$ cat config.mk
export PLATFORM = sky130hd
export DESIGN_NAME = mp_ctrl
export DESIGN_NICKNAME = d
export VERILOG_FILES = /design/src/rtl/mp_pkg.sv /design/src/rtl/mp_pc.sv /design/src/rtl/mp_ctrl.sv
export SDC_FILE = /design/constraint.sdc
export NUM_CORES = 1
export LEC_CHECK = 0
export BUFFER_PORTS_ARGS = -buffer_cell sky130_fd_sc_hd__buf_2
export CORE_MARGIN = 1
export CORE_UTILIZATION = 40
export CTS_CLUSTER_SIZE = 30
export DETAILED_ROUTE_END_ITERATION = 8
export GPL_TIMING_DRIVEN = 1
export PLACE_DENSITY = 0.73
export SYNTH_ARGS = -nofsm -noshare
export SYNTH_HDL_FRONTEND = slang
export SYNTH_SLANG_ARGS = --single-unit
$ cat constraint.sdc
create_clock -name clk -period 4 [get_ports clk]
set_input_delay 0.8 -clock clk [delete_from_list [all_inputs] [get_ports clk]]
set_output_delay 0.8 -clock clk [all_outputs]
set_load 0.005 [all_outputs]
$ cat src/rtl/mp_pkg.sv
// Shared encodings for the multiplier-project controller and its write-data mux.
// Latency: none (constants, types and a pure address helper only).
// Backpressure: not applicable.
package mp_pkg;

    // Controller states; the write-data mux decodes these same values
    localparam logic [3:0] ST_INIT     = 4'd0;
    localparam logic [3:0] ST_OP_READ  = 4'd1;
    localparam logic [3:0] ST_OP_WAIT1 = 4'd2;
    localparam logic [3:0] ST_RA_READ  = 4'd3;
    localparam logic [3:0] ST_RB_READ  = 4'd4;
    localparam logic [3:0] ST_OP_WAIT2 = 4'd5;
    localparam logic [3:0] ST_OP_CAL   = 4'd6;
    localparam logic [3:0] ST_SELECT   = 4'd7;
    localparam logic [3:0] ST_RESULT   = 4'd8;

    // Register-file regions (upper nibble of the 8-bit address)
    localparam logic [3:0] REG_DATA = 4'h0;
    localparam logic [3:0] REG_INST = 4'h1;
    localparam logic [3:0] REG_CONT = 4'h2;

    // Opcodes; every other opcode value behaves as NOP
    localparam logic [3:0] OPC_MUL  = 4'h1;
    localparam logic [3:0] OPC_HALT = 4'hF;

    // CONT index 0 is the START register, CONT index 1 the interrupt register
    localparam logic [7:0] START_ADDR = {REG_CONT, 4'h0};
    localparam logic [7:0] INT_ADDR   = 8'h21;

    typedef struct packed {
        logic [3:0] opc;
        logic [3:0] rd;
        logic [3:0] ra;
        logic [3:0] rb;
    } inst_t;

    function automatic logic [7:0] rf_a(input logic [3:0] region, input logic [3:0] idx);
        return {region, idx};
    endfunction

endpackage

$ cat src/rtl/mp_pc.sv
// Instruction index counter with synchronous clear/increment and last-entry flag.
// Latency: pc updates on the clock edge after clr/inc; last is combinational from pc.
// Backpressure: none; clr has priority over inc.
module mp_pc #(
    parameter int PC_W = 4
) (
    input  logic            clk,
    input  logic            reset_n,
    input  logic            clr,
    input  logic            inc,
    output logic [PC_W-1:0] pc,
    output logic            last
);

    // Counter register: clear wins, otherwise step by one on request
    always_ff @(posedge clk or negedge reset_n) begin
        if (!reset_n) begin
            pc <= '0;
        end else if (clr) begin
            pc <= '0;
        end else if (inc) begin
            pc <= pc + PC_W'(1);
        end
    end

    // Final instruction slot: advancing from here ends the run instead of wrapping
    assign last = &pc;

endmodule

$ cat src/rtl/mp_ctrl.sv
// Sequencer: fetch instruction, read Ra/Rb, launch multiplier, write Rd, raise interrupt.
// Latency: START->first read 1 cycle; MUL 6+L cycles; NOP/HALT 2 cycles; RESULT 1 cycle.
// Backpressure: none; host accesses while busy are dropped, multiplier bounded by TIMEOUT.
module mp_ctrl
    import mp_pkg::*;
#(
    parameter int PC_W    = 4,
    parameter int TIMEOUT = 255
) (
    input  logic        clk,
    input  logic        reset_n,
    input  logic        s_sel,
    input  logic        s_wr,
    input  logic [15:0] s_addr,
    input  logic [31:0] s_din,
    input  logic [63:0] rf_rdata,
    input  logic [63:0] mul_result,
    input  logic        mul_done,
    output logic [3:0]  cur_state,
    output logic        rf_rd_en,
    output logic        rf_wr_en,
    output logic [7:0]  rf_addr,
    output logic [63:0] to_Rd,
    output logic        mul_start,
    output logic [31:0] mul_a,
    output logic [31:0] mul_b,
    output logic        busy,
    output logic        abort
);

    localparam int TW = $clog2(TIMEOUT + 1);

    logic [3:0]      state;
    logic [3:0]      nxt;
    inst_t           inst;
    inst_t           rd_inst;
    logic [TW-1:0]   tmo_cnt;
    logic            tmo_hit;
    logic            start_req;
    logic            pc_clr;
    logic            pc_inc;
    logic            pc_last;
    logic [PC_W-1:0] pc;
    logic [3:0]      pc_idx;
    logic            unused_in;

    assign rd_inst   = inst_t'(rf_rdata[15:0]);
    assign pc_idx    = 4'(pc);
    assign start_req = (state == ST_INIT) && s_sel && s_wr &&
                       (s_addr[7:0] == START_ADDR) && s_din[0];
    // tmo_cnt holds the number of OP_CAL cycles already completed
    assign tmo_hit   = (tmo_cnt == TW'(TIMEOUT - 1));
    assign unused_in = ^{s_addr[15:8], s_din[31:1], rf_rdata[63:32]};

    mp_pc #(.PC_W(PC_W)) u_pc (
        .clk     (clk),
        .reset_n (reset_n),
        .clr     (pc_clr),
        .inc     (pc_inc),
        .pc      (pc),
        .last    (pc_last)
    );

    // Next-state and pc control; opcode is decoded straight off the read data in OP_WAIT1
    always_comb begin
        nxt    = state;
        pc_clr = 1'b0;
        pc_inc = 1'b0;
        case (state)
            ST_INIT: begin
                if (start_req) begin
                    nxt    = ST_OP_READ;
                    pc_clr = 1'b1;
                end
            end
            ST_OP_READ:  nxt = ST_OP_WAIT1;
            ST_OP_WAIT1: begin
                if (rd_inst.opc == OPC_HALT) begin
                    nxt = ST_RESULT;
                end else if (rd_inst.opc == OPC_MUL) begin
                    nxt = ST_RA_READ;
                end else if (pc_last) begin
                    nxt = ST_RESULT;
                end else begin
                    nxt    = ST_OP_READ;
                    pc_inc = 1'b1;
                end
            end
            ST_RA_READ:  nxt = ST_RB_READ;
            ST_RB_READ:  nxt = ST_OP_WAIT2;
            ST_OP_WAIT2: nxt = ST_OP_CAL;
            ST_OP_CAL: begin
                if (mul_done) begin
                    nxt = ST_SELECT;
                end else if (tmo_hit) begin
                    nxt = ST_RESULT;
                end
            end
            ST_SELECT: begin
                if (pc_last) begin
                    nxt = ST_RESULT;
                end else begin
                    nxt    = ST_OP_READ;
                    pc_inc = 1'b1;
                end
            end
            ST_RESULT: begin
                nxt    = ST_INIT;
                pc_clr = 1'b1;
            end
            default: nxt = ST_INIT;
        endcase
    end

    // State register and OP_CAL cycle counter
    always_ff @(posedge clk or negedge reset_n) begin
        if (!reset_n) begin
            state   <= ST_INIT;
            tmo_cnt <= '0;
        end else begin
            state   <= nxt;
            tmo_cnt <= (state == ST_OP_CAL) ? tmo_cnt + TW'(1) : '0;
        end
    end

    // Instruction and operand latches; operands are held so Rd may alias Ra/Rb
    always_ff @(posedge clk or negedge reset_n) begin
        if (!reset_n) begin
            inst  <= '0;
            mul_a <= '0;
            mul_b <= '0;
            to_Rd <= '0;
        end else begin
            if (state == ST_OP_WAIT1) inst <= rd_inst;
            if (state == ST_RB_READ) mul_a <= rf_rdata[31:0];
            if (state == ST_OP_WAIT2) mul_b <= rf_rdata[31:0];
            if ((state == ST_OP_CAL) && mul_done) to_Rd <= mul_result;
        end
    end

    // Sticky abort: set when the multiplier misses its deadline, cleared by START
    always_ff @(posedge clk or negedge reset_n) begin
        if (!reset_n) begin
            abort <= 1'b0;
        end else if (start_req) begin
            abort <= 1'b0;
        end else if ((state == ST_OP_CAL) && !mul_done && tmo_hit) begin
            abort <= 1'b1;
        end
    end

    // Register-file access decode from the registered state: one access per state, never both
    always_comb begin
        rf_rd_en = 1'b0;
        rf_wr_en = 1'b0;
        rf_addr  = 8'h00;
        case (state)
            ST_OP_READ: begin
                rf_rd_en = 1'b1;
                rf_addr  = rf_a(REG_INST, pc_idx);
            end
            ST_RA_READ: begin
                rf_rd_en = 1'b1;
                rf_addr  = rf_a(REG_DATA, inst.ra);
            end
            ST_RB_READ: begin
                rf_rd_en = 1'b1;
                rf_addr  = rf_a(REG_DATA, inst.rb);
            end
            ST_SELECT: begin
                rf_wr_en = 1'b1;
                rf_addr  = rf_a(REG_DATA, inst.rd);
            end
            ST_RESULT: begin
                rf_wr_en = 1'b1;
                rf_addr  = INT_ADDR;
            end
            default: ;
        endcase
    end

    assign mul_start = (state == ST_OP_CAL) && (tmo_cnt == '0);
    assign busy      = (state != ST_INIT);
    assign cur_state = state;

endmodule

======== Word level (Yosys, flattened, before mapping) ========
Cells that the tools add are included.
storage, ports and cells
  input bits .............................. 181
  logic and storage cells ................. 65
  register bits ........................... 157
cells by class
  reduce and logical (&&, ||, !) cells .... 18
  equal/unequal tests ..................... 14
  $add $sub $neg .......................... 2
  multiplexer cells ....................... 21
operators by type and width
  cell                 count
  $mux 4               8
  $pmux 4 s8           1
  $pmux 6 s5           1
  $eq 4x3->1 const B   4
  $add 8x1->8 const B  1
  $eq 4x1->1 const B   2
  $eq 4x2->1 const B   2
  $eq 4x4->1 const B   2
  $eq 8x6->1 const B   1
  $eq 8x8->1 const B   1
  $logic_and 1x1->1    8
  $logic_not 8->1      1
  $mux 1               8
  $mux 8               1
  $add 4x1->4 const B  1
  $logic_not 4->1      1
  $pmux 1 s2           2
  $reduce_and 4->1     1
  $reduce_bool 2->1    2
  $reduce_bool 4->1    1
  $ne 3x3->1 const B   1
  $reduce_or 3->1      1
  $ne 2x2->1 const B   1
  $reduce_and 2->1     1
  other kinds (2)      2

======== Logic depth before layout (Yosys ltp) ========
Gate-level depths: netlist of run 1.
  depth after elaboration ................. 8
  gate-level depth with buffers ........... 6

======== Modules after synthesis ========
From an unflattened synthesis of run 1, not the netlist that was laid out.
unflattened totals
  cell total of the unflattened synthesis .. 430
  area, all modules ....................... 6418.7 um^2
by module, submodules not included
  module   instances  area an instance (um^2)  seq. area each (um^2)  cells an instance
  mp_ctrl  1          6219.7                   3828.7                 413
  mp_pc    1          198.9                    100.1                  17

======== Least setup slack after synthesis of run 1 ========
No wires, ideal clock.
  path kind ............................... register to output
  start ................................... register state[2], in the netlist cur_state[2]
  end ..................................... output port rf_addr[2]
  cell stages (with the launch flop) ...... 6
  buffers on the path ..................... 1
  data arrival time ....................... 1468 ps
  required time ........................... 3200 ps
  slack ................................... 1732 ps
  cell sequence ........................... dfrtp_1 -> buf_4 -> inv_2 -> or4b_1 -> a21oi_1 -> a221o_1
between the ends
  longest elaborated chain between the ends .. 2
  elaborated cells on any way between the ends .. 6
  those cells by class .................... 5 x eq/ne; 1 x mux
ends and longest elaborated chain
  element                                   line            text
  from (decl)                               mp_ctrl.sv:33   logic [3:0] state;
  from (signal assigned)                    mp_ctrl.sv:121  state <= nxt;
  $eq 4x4->1, or another cell as far along  mp_ctrl.sv:157  case (state)
  $pmux 6 s5 (*)                            mp_ctrl.sv:157
  to (decl)                                 mp_ctrl.sv:22   output logic [7:0] rf_addr,
Every way passes the cells marked *; elsewhere a longest branch is shown, timed or not.

======== Worst setup path in the final report of run 1 ========
  start ................................... register state[2], in the netlist cur_state[2]
  end ..................................... output port mul_start
between the ends
  longest elaborated chain between the ends .. 2
ends and longest elaborated chain
  element            line            text
  $eq 4x3->1         mp_ctrl.sv:182  assign mul_start = (state == ST_OP_CAL) && (tmo_cnt == '0);
  $logic_and 1x1->1  mp_ctrl.sv:182
  to (decl)          mp_ctrl.sv:24   output logic mul_start,
Every way passes these cells.

==> results of run 1 <==
## cell usage in the layout (no fill, tap or decap), drive strengths merged, types with 3 or more instances in the layout
cell type,count
buf,256
xor2,5
o21ai,4
nand4,5
mux2i,4
nand2b,3
nand3,11
clkinv,3
a21oi,5
ha,4
clkinvlp,3
nor4b,4
nor2,15
mux2,141
inv,10
clkbuf,21
nand2,6
nor3,7
a221o,4
dfrtp,157
## cell type report
class	count	area, um2	area share
tap	211	264	0.0312
multi-input combinational	247	2340	0.276
clock buffer	21	470	0.0555
clock inverter	11	131	0.0155
sequential	157	3930	0.464
timing repair buffer	256	1310	0.155
inverter	7	26.3	0.00310
## worst paths after layout
check | startpoint | endpoint | slack (ps) | cells after the start
min | reset_n | mul_b[5]$_DFFE_PN0P_ | 410 | 1
max | cur_state[2]$_DFFE_PN0P_ | mul_start | 490 | 4
max reg2reg | cur_state[0]$_DFFE_PN0P_ | to_Rd[0]$_DFFE_PN0P_ | 1010 | 4
min reg2reg | to_Rd[8]$_DFFE_PN0P_ | to_Rd[8]$_DFFE_PN0P_ | 490 | 1
min in group clk | to_Rd[8]$_DFFE_PN0P_ | to_Rd[8]$_DFFE_PN0P_ | 490 | 1
max in group asynchronous | reset_n | mul_a[11]$_DFFE_PN0N_ | 2690 | 2
## power by group
group | internal [mW] | total, mW | switching, mW
logic | 1.26 | 2.17 | 0.914
clock network | 0.976 | 1.61 | 0.636
registers | 2.34 | 2.78 | 0.446
total | 4.57 | 6.57 | 2.00
## cell families after synthesis
group                      count (synthesis)  synth area share
DFF                                      157             0.611
muxes                                    145             0.253
and+or+nand+nor                           67            0.0652
buffers and inverters                     29            0.0270
AOI/OAI and AO/OA                         23            0.0272
xor gates and xnor gates                   6           0.00817
adders and majority gates                  4           0.00778
other                                      1          0.000583
## worst max-delay path, stage by stage (launching register included)
cell	delay (ps)
dfrtp_1	750
nand4bb_1	530
or4_1	630
nor4_1	230
buf_2	170
## flip-flops by register name, summed over array words and instances, names as in the netlist
signal	count
tmo_cnt	8
cur_state	4
mul_b	32
inst	12
mul_a	32
u_pc.pc	4
abort	1
to_Rd	64
## per-layer routing
metal  global-route usage  part of all wire  vias to the layer above
li1                     -                 -                     2070
met1                0.204              0.41                     2219
met2                0.303              0.49                      202
met3               0.0620             0.086                       23
met4               0.0775             0.020                        0
met5                    0                 0                        -
## stage by stage
step | util | setup slack (ps) | total power, mW | cells
final | 0.549 | 490 | 6.57 | 910
after global routing | 0.549 | 419 | 7.01 | 910
after CTS | 0.549 | 472 | 6.66 | 910
after detailed placement | 0.510 | 927 | 5.01 | 878
after global placement | 0.510 | 1000 | 4.89 | 878
after floorplan | - | 1730 | 3.93 | 433
==> impl_metrics.csv, run 1 <==
group,metric,value,unit
status,status,"completed",
detailed_routing,vias,4514,
synth,syn-cell-area,6430,um2
timing,post-route-min-period,3510,ps
global_route,grt_remaining_overflow,0,
timing,whs,410,ps
power_and_ir_drop,ir_worst_vdd,425,uV
global_route,antenna_found_initial,0,
synth,synth.most_common_cell,"dfrtp_1",
worst_setup_path,end_kind,"primary output",
floorplanning,ios,326,
timing,fin_crit_sh,0.877,
cells_and_area,drive_above_1_share,0.551,
timing,maxSlewViolCount,0,
worst_setup_path,cp.required,3200,ps
cells_and_area,layout.nets,871,
detailed_routing,antenna_left,0,
cts,cts_setup_buffers,0,
placed_design,gp_congestion,0.749,
timing,tns,0,ps
floorplanning,start_util,0.417,
cts,ctsHoldBuffers,0,
timing,rsz0062_at_grt,"no",
synth,synth_top_area_share,0.611,
detailed_routing,drc,0,
synth,yosys_most_used_dff,"dfrtp_1",
timing,slew_headroom,0.330,
synth,synth_top_cells_by_count,"157 x dfrtp_1, 90 x mux2_2, 51 x mux2_1",
placed_design,placed_area,7870,um2
worst_setup_path,crit_arrival,2710,ps
synth,ys_warn_count,0,
worst_setup_path,critPathKind,"reg2out",
cts,postCtsResizedCells,0,
detailed_routing,avgViaCountPerCell,4.96,
cts,clockBufferDepth,2,
global_route,grt_usage,0.178,
global_route,first_global_vias,4707,
cts,numCtsBuffers,17,
synth,synth_area_leaders,"dfrtp_1 61%, mux2_2 16%, mux2_1 8.9%, buf_6 0.88%, nor2_1 0.88%",
worst_setup_path,startpoint_type,"flip-flop",
cells_and_area,area_growth,31.7,%
cts,cts_max_level,4,
power_and_ir_drop,p_per_area,775,nW/um2
detailed_routing,drt_first_iter_violations,165,
floorplanning,num_rows,45,
floorplanning,dieWidth,129,um
timing,worst_pin_slew,1000,ps
floorplanning,core-area,15400,um2
cts,clk_latency,410,ps
cts,cts_sinks,157,
synth,synth_area_per_cell,14.9,um2
timing,fin_skew,7.26,ps
detailed_routing,drt-total-wl,14.4,mm
synth,async_reset_ff_frac,1.00,
synth,syn_inst,432,
global_route,grt_first_pass_wirelength,22.9,mm
cells_and_area,stdcell_area,8470,um2
cts,cts-root-buf,"clkbuf_16",
placed_design,dp_hpwl,10.6,mm
global_route,grt_max_degree,80,
cts,clk_pin_slew,60,ps
cells_and_area,n_antenna_cell,0,
synth,synth-edff-count,0,
min_path,hp-class,"in2async",
synth,seq_area_frac_synth,0.611,
detailed_routing,drt-wirelength-per-cell,15.8,um
worst_setup_path,critPathMaxFanout,15,
synth,yosysTopAreaCell,"dfrtp_1",
placed_design,portBuffers,252,
timing,setup_violations,0,
timing,maxClockFrequency,0.285,GHz
floorplanning,die_h,129,um
synth,yosysUniqueCellTypes,51,
cells_and_area,nFillCells,1303,
timing,hold_viol,0,
synth,ys_ff_latch,157,
power_and_ir_drop,leakage,4.14,nW
run,cap_violations,0,
cts,tritoncts,"done",
detailed_routing,first_pass_iters,4,
floorplanning,die_area,16600,um2
(Power assumes the default switching activity.)
==> run 2, diff against run 1 <==
--- a/config.mk
+++ b/config.mk
@@ -11,7 +11,7 @@
 export CTS_CLUSTER_SIZE = 30
 export DETAILED_ROUTE_END_ITERATION = 8
 export GPL_TIMING_DRIVEN = 1
-export PLACE_DENSITY = 0.73
+export PLACE_DENSITY = 0.75
 export SYNTH_ARGS = -nofsm -noshare
 export SYNTH_HDL_FRONTEND = slang
 export SYNTH_SLANG_ARGS = --single-unit
==> constraint.sdc (replaced) <==
create_clock -name clk -period 3.1 [get_ports clk]
set_input_delay 0.62 -clock clk [delete_from_list [all_inputs] [get_ports clk]]
set_output_delay 0.62 -clock clk [all_outputs]
set_load 0.005 [all_outputs]
==> run 2 against run 1 <==
Critical path depth up 2. Total power up 29%. Global-route usage down 0.090 points. Via count down 0.71%. First-iteration DRC count down 9.1%. Clock skew down 1.2 ps. Worst hold slack worse by 200 ps. Non-clock buffer count up 7. Sequential share of layout area down 0.27 points. Routed wire length up 0.26%. Sequential power up 26%. Critical endpoint is now rf_addr[2].
==> impl_metrics.csv, run 2 (synthesis gave the netlist of run 1 again) <==
group,metric,value,unit
timing,tns,0,ps
floorplanning,die_h,129,um
cells_and_area,multiInputGateArea,2330,um2
cts,clockBufferDepth,2,
detailed_routing,drt-total-wl,14.4,mm
global_route,first_global_vias,4616,
cells_and_area,drive_above_1_share,0.550,
cts,postCtsResizedCells,0,
global_route,antenna_found_initial,0,
power_and_ir_drop,leakage,4.17,nW
cells_and_area,n_antenna_cell,0,
worst_setup_path,cpPeakStageDelay,530,ps
worst_setup_path,worstPathCellList,"buf_4 > inv_2 > or4b_1 > a21oi_1 > a221o_1 > buf_2",
power_and_ir_drop,p_per_area,997,nW/um2
cts,numCtsBuffers,17,
worst_setup_path,cp.required,2480,ps
detailed_routing,first_pass_iters,4,
status,status,"completed",
cells_and_area,layout.nets,878,
cts,cts-root-buf,"clkbuf_16",
floorplanning,dieWidth,129,um
worst_setup_path,crit_arrival,2000,ps
timing,maxClockFrequency,0.382,GHz
run,cap_violations,0,
min_path,hp-class,"in2async",
timing,rsz0062_at_grt,"no",
floorplanning,ios,326,
cells_and_area,largest-register,"to_Rd",
timing,slew_headroom,0.517,
placed_design,dp_hpwl,10.6,mm
timing,worst_pin_slew,725,ps
cts,clk_latency,410,ps
worst_setup_path,critPathKind,"reg2out",
worst_setup_path,critical_path.top_delay_family,"simple AND/OR/NAND/NOR gates",
worst_setup_path,startpoint_type,"flip-flop",
timing,fin_crit_sh,0.845,
floorplanning,num_rows,45,
cts,tritoncts,"done",
placed_design,placed_area,7930,um2
timing,hold_viol,0,
cts,ctsHoldBuffers,0,
cells_and_area,largest_register_ffs,64,
cts,cts_max_level,4,
power_and_ir_drop,ir_worst_vdd,491,uV
placed_design,gp_congestion,0.811,
floorplanning,die_area,16600,um2
cts,cts_setup_buffers,0,
global_route,grt_first_pass_wirelength,22.8,mm
cts,cts_sinks,157,
worst_setup_path,end_kind,"primary output",
timing,whs,207,ps
timing,maxSlewViolCount,0,
detailed_routing,antenna_left,0,
cells_and_area,area_growth,32.5,%
detailed_routing,avgViaCountPerCell,4.89,
cells_and_area,layout_commonest_cell,"buf_2",
cells_and_area,nFillCells,1292,
detailed_routing,vias,4482,
placed_design,portBuffers,252,
timing,post-route-min-period,2620,ps
worst_setup_path,path_buf_inv,3,
worst_setup_path,cp_slowest_cell,"or4b_1",
cells_and_area,stdcell_area,8520,um2
global_route,grt_max_degree,80,
cts,clk_pin_slew,60,ps
detailed_routing,drc,0,
worst_setup_path,r2r_slack,940,ps
global_route,grt_usage,0.177,
worst_setup_path,critPathMaxFanout,14,
detailed_routing,drt_first_iter_violations,150,
floorplanning,core-area,15400,um2
floorplanning,start_util,0.417,
global_route,grt_remaining_overflow,0,
cells_and_area,ff_latch_area,3930,um2
timing,setup_violations,0,
detailed_routing,drt-wirelength-per-cell,15.7,um
cells_and_area,mostFrequentLayoutCells,"251 x buf_2, 157 x dfrtp_1, 90 x mux2_2",
timing,fin_skew,6.10,ps
cells_and_area,reg_top3,"to_Rd x64, mul_a x32, mul_b x32",
## run 2: stage by stage
| stage | utilization | std cells | power [mW] | setup slack (ps) |
|---|---|---|---|---|
| 2_1_floorplan | - | 433 | 5.08 | 1010 |
| 3_3_place_gp | 0.514 | 885 | 6.33 | 956 |
| 3_5_place_dp | 0.514 | 885 | 6.49 | 925 |
| 4_1_cts | 0.552 | 916 | 8.61 | 467 |
| 5_1_grt | 0.552 | 916 | 9.07 | 381 |
| 6_report | 0.552 | 916 | 8.50 | 481 |
## run 2: cell type report
class | count | share of cell area
Sequential cell | 157 | 0.461
Timing Repair Buffer | 263 | 0.161
Tap cell | 211 | 0.0310
Clock buffer | 22 | 0.0533
Multi-Input combinational cell | 247 | 0.274
Clock inverter | 9 | 0.0162
Inverter | 7 | 0.00308
## run 2: final timing paths
| check | startpoint | endpoint | depth (start not counted) |
|---|---|---|---|
| max | cur_state[2]$_DFFE_PN0P_ | rf_addr[2] | 6 |
| min | reset_n | mul_a[9]$_DFFE_PN0N_ | 1 |
| max reg2reg | cur_state[3]$_DFFE_PN0P_ | mul_a[14]$_DFFE_PN0N_ | 5 |
| min reg2reg | to_Rd[33]$_DFFE_PN0P_ | to_Rd[33]$_DFFE_PN0P_ | 1 |
| max in group asynchronous | reset_n | mul_a[2]$_DFFE_PN0N_ | 2 |
| min in group clk | mul_result[15] | to_Rd[15]$_DFFE_PN0P_ | 2 |
## run 2: routing by layer
metal,GRT usage,vias up,share of wire
met1,0.213,2160,0.42
met2,0.285,209,0.46
li1,-,2086,-
met4,0.0810,0,0.020
met3,0.0649,27,0.093
met5,0,-,0
## run 2: report_power, final
part	internal (mW)	total, mW	switching, mW
logic	1.66	2.91	1.25
clock network	1.29	2.08	0.791
registers	3.02	3.51	0.497
